[src/rtl/nrs_pingpong_gen.sv]
// NB-IoT NRS generator: per-slot Gold sequence, QPSK map, ping-pong store.
// Slot n+1 is generated in the back bank while both read ports see slot n.
module nrs_pingpong_gen #(
    parameter int WIDTH_B       = 9,
    parameter int NRS_WIDTH_R_I = 16,
    parameter int AMP           = 23170,
    parameter int N_SLOTS       = 20
) (
    input  logic                            clk,
    input  logic                            rst,
    input  logic                            new_frame,
    input  logic                            slot_tick,
    input  logic [WIDTH_B-1:0]              N_cell_ID,
    input  logic [1:0]                      rd_addr_est,
    input  logic [1:0]                      rd_addr_fine,
    output logic signed [NRS_WIDTH_R_I-1:0] nrs_est_i,
    output logic signed [NRS_WIDTH_R_I-1:0] nrs_est_q,
    output logic signed [NRS_WIDTH_R_I-1:0] nrs_fine_i,
    output logic signed [NRS_WIDTH_R_I-1:0] nrs_fine_q,
    output logic                            active_valid,
    output logic [4:0]                      active_slot,
    output logic                            gen_ready,
    output logic                            overrun
);

    typedef enum logic [2:0] {
        S_IDLE,
        S_MUL,
        S_LOAD,
        S_SKIP,
        S_CAPT,
        S_DONE
    } state_t;

    localparam int ACC_W = 8 + WIDTH_B + 1;
    localparam logic [10:0] SKIP_LAST = 11'd1817;
    localparam logic signed [NRS_WIDTH_R_I-1:0] POS = NRS_WIDTH_R_I'(AMP);
    localparam logic signed [NRS_WIDTH_R_I-1:0] NEG = -POS;

    state_t             state;
    logic [WIDTH_B-1:0] nid;
    logic [4:0]         gen_slot;
    logic               sym;
    logic [10:0]        cnt;
    logic [ACC_W-1:0]   acc;
    logic [30:0]        x1;
    logic [30:0]        x2;
    logic [7:0]         bank [2];
    logic               act;

    logic [WIDTH_B:0] id_odd;
    logic [7:0]       factor;
    logic [30:0]      cinit;
    logic             c_bit;
    logic [4:0]       slot_nxt;
    logic             kick;
    logic [7:0]       act_byte;

    // Multiplier operands, c_init, Gold output bit and event decode
    always_comb begin
        id_odd   = {nid, 1'b1};
        factor   = {gen_slot, 3'b000} - {3'b000, gen_slot}
                 + 8'd13 + {7'b0, sym};
        cinit    = 31'({acc, 10'b0}) + 31'(id_odd);
        c_bit    = x1[0] ^ x2[0];
        slot_nxt = (gen_slot == 5'(N_SLOTS - 1)) ? 5'd0 : gen_slot + 5'd1;
        kick     = new_frame
                 | (slot_tick & (gen_ready | (state != S_IDLE)));
        act_byte = bank[act];
    end

    // Event handling and the generation FSM (MUL/LOAD/SKIP/CAPT per symbol)
    always_ff @(posedge clk) begin
        if (rst) begin
            state        <= S_IDLE;
            nid          <= '0;
            gen_slot     <= '0;
            sym          <= 1'b0;
            cnt          <= '0;
            acc          <= '0;
            x1           <= '0;
            x2           <= '0;
            bank[0]      <= '0;
            bank[1]      <= '0;
            act          <= 1'b0;
            active_valid <= 1'b0;
            active_slot  <= '0;
            gen_ready    <= 1'b0;
            overrun      <= 1'b0;
        end else if (kick) begin
            state     <= S_MUL;
            sym       <= 1'b0;
            cnt       <= '0;
            acc       <= '0;
            gen_ready <= 1'b0;
            if (new_frame) begin
                nid          <= N_cell_ID;
                gen_slot     <= '0;
                active_valid <= 1'b0;
                overrun      <= 1'b0;
            end else if (gen_ready) begin
                act          <= ~act;
                active_slot  <= gen_slot;
                active_valid <= 1'b1;
                gen_slot     <= slot_nxt;
            end else begin
                active_valid <= 1'b0;
                overrun      <= 1'b1;
                gen_slot     <= slot_nxt;
            end
        end else begin
            unique case (state)
                S_MUL: begin
                    if (id_odd[cnt[3:0]])
                        acc <= acc + (ACC_W'(factor) << cnt[3:0]);
                    if (cnt == 11'(WIDTH_B)) begin
                        state <= S_LOAD;
                    end else begin
                        cnt <= cnt + 11'd1;
                    end
                end
                S_LOAD: begin
                    x1    <= 31'd1;
                    x2    <= cinit;
                    cnt   <= '0;
                    state <= S_SKIP;
                end
                S_SKIP: begin
                    x1 <= {x1[3] ^ x1[0], x1[30:1]};
                    x2 <= {x2[3] ^ x2[2] ^ x2[1] ^ x2[0], x2[30:1]};
                    if (cnt == SKIP_LAST) begin
                        cnt   <= '0;
                        state <= S_CAPT;
                    end else begin
                        cnt <= cnt + 11'd1;
                    end
                end
                S_CAPT: begin
                    bank[~act][{sym, cnt[1:0]}] <= c_bit;
                    x1 <= {x1[3] ^ x1[0], x1[30:1]};
                    x2 <= {x2[3] ^ x2[2] ^ x2[1] ^ x2[0], x2[30:1]};
                    if (cnt == 11'd3) begin
                        cnt <= '0;
                        if (sym) begin
                            state <= S_DONE;
                        end else begin
                            sym   <= 1'b1;
                            acc   <= '0;
                            state <= S_MUL;
                        end
                    end else begin
                        cnt <= cnt + 11'd1;
                    end
                end
                S_DONE: begin
                    gen_ready <= 1'b1;
                    state     <= S_IDLE;
                end
                default: state <= S_IDLE;
            endcase
        end
    end

    // Registered read ports; bit index is {sym, m, q} into the active bank
    always_ff @(posedge clk) begin
        if (rst || !active_valid) begin
            nrs_est_i  <= '0;
            nrs_est_q  <= '0;
            nrs_fine_i <= '0;
            nrs_fine_q <= '0;
        end else begin
            nrs_est_i  <= act_byte[{rd_addr_est, 1'b0}] ? NEG : POS;
            nrs_est_q  <= act_byte[{rd_addr_est, 1'b1}] ? NEG : POS;
            nrs_fine_i <= act_byte[{rd_addr_fine, 1'b0}] ? NEG : POS;
            nrs_fine_q <= act_byte[{rd_addr_fine, 1'b1}] ? NEG : POS;
        end
    end

endmodule

[config.mk]
export PLATFORM = sky130hd
export DESIGN_NAME = nrs_pingpong_gen
export DESIGN_NICKNAME = d
export VERILOG_FILES = /design/src/rtl/nrs_pingpong_gen.sv
export SDC_FILE = /design/constraint.sdc
export NUM_CORES = 1
export LEC_CHECK = 0
export BUFFER_PORTS_ARGS = -buffer_cell sky130_fd_sc_hd__buf_2
export CAP_MARGIN = 20
export CORE_MARGIN = 3
export CORE_UTILIZATION = 50
export CTS_CLUSTER_DIAMETER = 150
export DETAILED_ROUTE_END_ITERATION = 8
export PLACE_DENSITY = 0.8
export SETUP_SLACK_MARGIN = 0.15
export SLEW_MARGIN = 20
export SYNTH_ARGS = -nofsm -noshare
export SYNTH_HDL_FRONTEND = slang
export SYNTH_SLANG_ARGS = --single-unit
[constraint.sdc]
create_clock -name clk -period 4.44 [get_ports clk]
set_clock_uncertainty 0.15 [all_clocks]
set_input_delay 0 -clock clk [delete_from_list [all_inputs] [get_ports clk]]
set_output_delay 0 -clock clk [all_outputs]
set_load 0.005 [all_outputs]
==> After elaboration in Yosys (flattened, before gate mapping) <==
Memories as Yosys holds them, arrays and structs flattened. A register that Yosys moved wholly into a read port is not among the register bits.
Cells that the tools add are included.
{ "classes": {"shifts": 1, "n_eq_ne": 19, "n_mux": 49, "order_cmp": 7, "add_sub_neg": 7, "bitwise": 11, "n_reduce_logical": 19} }
{ "ops": {"columns": ["cell", "count"], "rows": [
  ["$pmux 31 s2", 2],
  ["$mux 16", 4],
  ["$mux 18", 3],
  ["$pmux 11 s4", 1],
  ["$pmux 18 s2", 1],
  ["$mux 11", 3],
  ["$add 28x10->29", 1],
  ["$mux 8", 3],
  ["$lt 3x4->1 const B", 5],
  ["$mux 1", 19],
  ["$add 18x18->18", 1],
  ["$shl 8x4->18", 1],
  ["$ne 2x2->1 const B", 7],
  ["$mux 3", 4],
  ["$pmux 3 s4", 1],
  ["$add 11x1->11 const B", 1],
  ["$eq 11x11->1 const B", 1],
  ["$eq 11x2->1 const B", 1],
  ["$eq 11x4->1 const B", 1],
  ["$mux 5", 2],
  ["$reduce_and 2->1", 5],
  ["$ne 3x3->1 const B", 3],
  ["$reduce_and 3->1", 3],
  ["$add 8x1->8", 1],
  ["other kinds (25)", 39]
]} }
{ "word_totals": {"mem_bits_rw": 16, "output_inout_bits": 72, "regBits": 182, "in_bits": 17, "mem_count": 1, "word_cells": 132} }
{ "mem_list": {"columns": ["name", "depth", "word_bits", "read_ports", "rd_ports_with_merged_regs", "write_ports", "line_no", "text"], "rows": [
  ["bank", 2, 8, 1, 1, 2, "48", "logic [7:0] bank [2];"]
]} }

==> Longest topological paths before layout <==
{ "logic_depth": {"depth_word": 9, "depth_mapped": 20, "depth_no_buf": 20} }

==> Worst setup path before layout <==
Ideal clock, no wire load.
{ "synth_timing": {"kind": "register to register", "startpoint": "register sym", "endpoint": "register acc[16]", "path_buffers": 0, "t_required_ps": 4173, "setup_time_ps": 117, "period_less_slack_ps": 4067, "arrival_time_ps": 3800, "slack_ps": 373, "stages_incl_launch_ff": 20, "path_cell_list": "dfxtp_1 ha_1 ha_1 inv_1 fa_1 nor2b_1 o31a_1 a31o_1 nor2_2 mux2_2 mux2_2 o22ai_1 ha_1 and3_1 a31oi_1 o21ai_0 a41oi_1 o21ai_0 xor2_1 a22o_1"} }
{ "synth_between": {"elab_chain_len": 5, "word_cells_on_any_way": 7, "cone_classes": "add/sub: 2; eq/ne: 1; shift: 1; mux: 2; reduce/logical: 1"} }
{ "synth_lines": {"columns": ["item", "line_no", "text"], "rows": [
  ["from (decl)", "43", "logic sym;"],
  ["$add 8x1->8", "63", "+ 8'd13 + {7'b0, sym};"],
  ["$shl 8x4->18", "115", "acc <= acc + (ACC_W'(factor) << cnt[3:0]);"],
  ["$add 18x18->18", "115", null],
  ["$mux 18", "114", "if (id_odd[cnt[3:0]])"],
  ["$pmux 18 s2", "112", "unique case (state)"],
  ["to (signal assigned)", "115", null],
  ["to (decl)", "45", "logic [ACC_W-1:0] acc;"]
]} }
Parallel ways exist; a longest one is shown, timed or not. The select of a mux whose other input is x is not followed.
A chain may end at the register's enable or synchronous reset.

==> Worst setup path after layout <==
{ "layout_timing": {"startpoint": "register gen_slot[0]", "endpoint": "register acc[16]"} }
{ "layout_between": {"elab_chain_len": 7} }
{ "layout_lines": {"columns": ["item", "line_no", "text"], "rows": [
  ["from (decl)", "42", "logic [4:0] gen_slot;"],
  ["from (signal assigned)", "105", "gen_slot <= slot_nxt;"],
  ["from (signal assigned)", "109", "gen_slot <= slot_nxt;"],
  ["$sub 8x5->8", "62", "factor = {gen_slot, 3'b000} - {3'b000, gen_slot}"],
  ["$add 8x4->8", "63", null],
  ["$add 8x1->8", "63", null],
  ["$shl 8x4->18", "115", null],
  ["$add 18x18->18", "115", null],
  ["$mux 18", "114", null],
  ["$pmux 18 s2", "112", null]
]} }
Every way passes these cells. The select of a mux whose other input is x is not followed.

==> impl_metrics.toml <==
[drt]
wl_met1_um = 8072
first_pass_iters = 7
vias = 6737
via_per_inst = 5.719
drc = 0
met3_length_um = 1134
dr_wl_met2_um = 8833
avgRoutedWirePerCell_um = 15.67
drtAntennaViolNets = 0
detail_route.iter0.violations = 526
routed.top_layer = "met4"
drt-total-wl_um = 18460

[timing]
timing.fmax_mhz = 237.2
post-route-min-period_ns = 4.216
max_slew_margin_pct = 33.97
rsz0062_at_grt = "no"
tightestPinTransition_ns = 0.9905
drv_slew = 0
setup_viol = 0
hold_violations = 0
period_share_pct = 94.94
tns_ns = 0
fin_ws_ns = 0.2244

[clock_network]
h-tree-depth = 4
insertion_delay_ns = 0.43
clockBufferDepth = 2
clk_pin_slew_worst_paths_ns = 0.07
cts_sinks = 144
cts_tree = "built"
numCtsBuffers = 17
cts_root_buffer = "clkbuf_16"

[synth]
synth-seq-area-share_pct = 38.14
ys_warn_count = 0
ys_ff_latch = 144
synth_top_area_share_pct = 32.12
yosysTopAreaCell = "dfxtp_1"
ys.flop_type = "dfxtp_1"
synth_cells = 903
syn_area_um2 = 7979
synth-edff-count = 16
synthDistinctLibCells = 64
async_flop_share_pct = 0
synth_area_leaders = "dfxtp_1, nor2_1, edfxtp_1"
synth.avg_cell_area_um2 = 8.836

[critical_path]
rrSetupSlack_ns = 0.22
crit_path_start_kind = "register"
crit_required_ns = 4.61
timing.rr.end = "acc[16]"
cp-end-kind = "register"
reg2regPathDepth = 17
critPathMaxFanout = 5
crit_end = "acc[16]"
reg2reg_from = "gen_slot[0]"
crit_type = "register to register"
critPathArrivalTime_ns = 4.39
setup.worst_path.start = "gen_slot[0]"

[placement]
port_buffers = 84
post-place-ws_ns = -0.06046
hpwl_um = 12020
place_area_um2 = 8162
place_congestion = 0.9802
dp_cells = 1110

[floorplanning]
start_util_pct = 51.72
rows = 45
io_pins = 89
chipHeight_um = 132.3
coreArea_um2 = 15430
dieArea_um2 = 17510
die_x_um = 132.3

[run]
maxCapViolations = 0

[status]
status = "finished clean"

[pwr]
peakVddDrop_uv = 364.8
p_leak_uw = 0.003601
p_per_area_nw_per_um2 = 311.0

[grt]
grt_max_degree = 101
grt_pass1_vias = 6296
grt_pass1_wl_um = 30080
antenna_found_initial = 0
grt-ovfl-total = 0
grt_util_all_layers_pct = 20.50

[finish]
nets = 1005
final_common_cell = "nor2_1"
finalInstanceArea_um2 = 9328
final_cell_mix = "nor2_1, dfxtp_1, buf_2, nand2_1, a21oi_1"
antenna_cells = 0
synthToLayoutAreaGrowth_pct = 16.90
post-route-util_pct = 60.46
drive_above_1_share_pct = 21.41
final_cells = 1178

[worst_hold_path]
hold_path_class = "register to register"
==> area by class of cell <==
cell class	instances	area, um2
inverters	23	95.09
multi-input cells	634	4481
clock inverters	15	145.1
well taps	211	264.0
fillers	1245	6100
flip-flops and latches	144	3052
clock buffers	17	425.4
repair buffers	134	865.8
==> cell families (layout without fill, tap and decap cells) <==
group	count (synthesis)	in the layout	synth area share [%]
other	1	4	0.04700
buffers and inverters	128	189	8.891
AOI/OAI and AO/OA	217	217	18.74
xor gates and xnor gates	30	30	3.293
adders and majority gates	34	34	5.520
DFF	144	144	38.14
and+or+nand+nor	289	289	16.39
muxes	60	60	8.985
==> worst min path at each step <==
stage / to / cells after the start / start
6_report: x1[0] / 2 / x1[1]
3_5_place_dp: nid[0] / 3 / N_cell_ID[0]
2_1_floorplan: nid[0] / 2 / N_cell_ID[0]
5_1_grt: nrs_fine_q[14] / 4 / rd_addr_fine[1]
3_3_place_gp: nid[7] / 3 / N_cell_ID[7]
4_1_cts: nrs_fine_q[14] / 4 / rd_addr_fine[1]
==> sequential cells by signal, indices dropped and copies added (netlist names), 3 cells and up, named ones only <==
signal,cells
nrs_est_i,3
cnt,11
x2,31
state,3
active_slot,5
acc,18
x1,31
bank,16
gen_slot,5
nid,9
==> power by group <==
group	internal, uW	leakage, uW	switching [uW]	total, uW
clock network	743	0.000285	628	1370
registers	1330	0.00120	12.7	1340
logic	84.7	0.00212	106	191
total	2150	0.00360	747	2900
==> critical path, stage by stage (launching register included) <==
cell and delay (ns):
dfxtp_4 0.38, inv_6 0.05, ha_1 0.29, inv_2 0.05, ha_4 0.28, o21ai_1 0.09
o21a_1 0.20, or3_1 0.41, mux4_2 0.52, o22ai_1 0.17, ha_2 0.31, and3_4 0.21
a31oi_4 0.22, o21ai_2 0.08, a41oi_2 0.26, o21ai_1 0.11, xor2_1 0.15, a22o_1 0.19
==> metrics by stage <==
step                hold slack (ns)  total power, uW
finish                       0.3200             2901
global route                 0.3331             2993
CTS                          0.3206             2909
detailed placement          0.09918             1527
global placement            0.08430             1523
floorplan                 -0.002758             1486
==> per-layer routing <==
metal,GRT usage [%],vias up
met2,34.52,281
met3,4.656,41
li1,-,3281
met5,0,-
met4,7.621,0
met1,25.74,3134
==> cell usage after synthesis, drive strengths merged (30+ instances only) <==
cell / n
mux2i: 39
dfxtp: 128
buf: 74
nor2: 145
a211oi: 32
o21ai: 30
nand2: 48
a21oi: 44
ha: 32
clkbuf: 31
a22oi: 35
==> repair_timing <==
action / in CTS / in global routing
pin swaps: 6 / 13
hold endpoints to repair: 24 / 0
endpoints found under the setup margin: 7 / 11
gates resized for setup: 14 / 46
buffers inserted: 3 / 5
hold buffers: 28 / 0
Note: power is estimated with default switching activity, not from simulation.
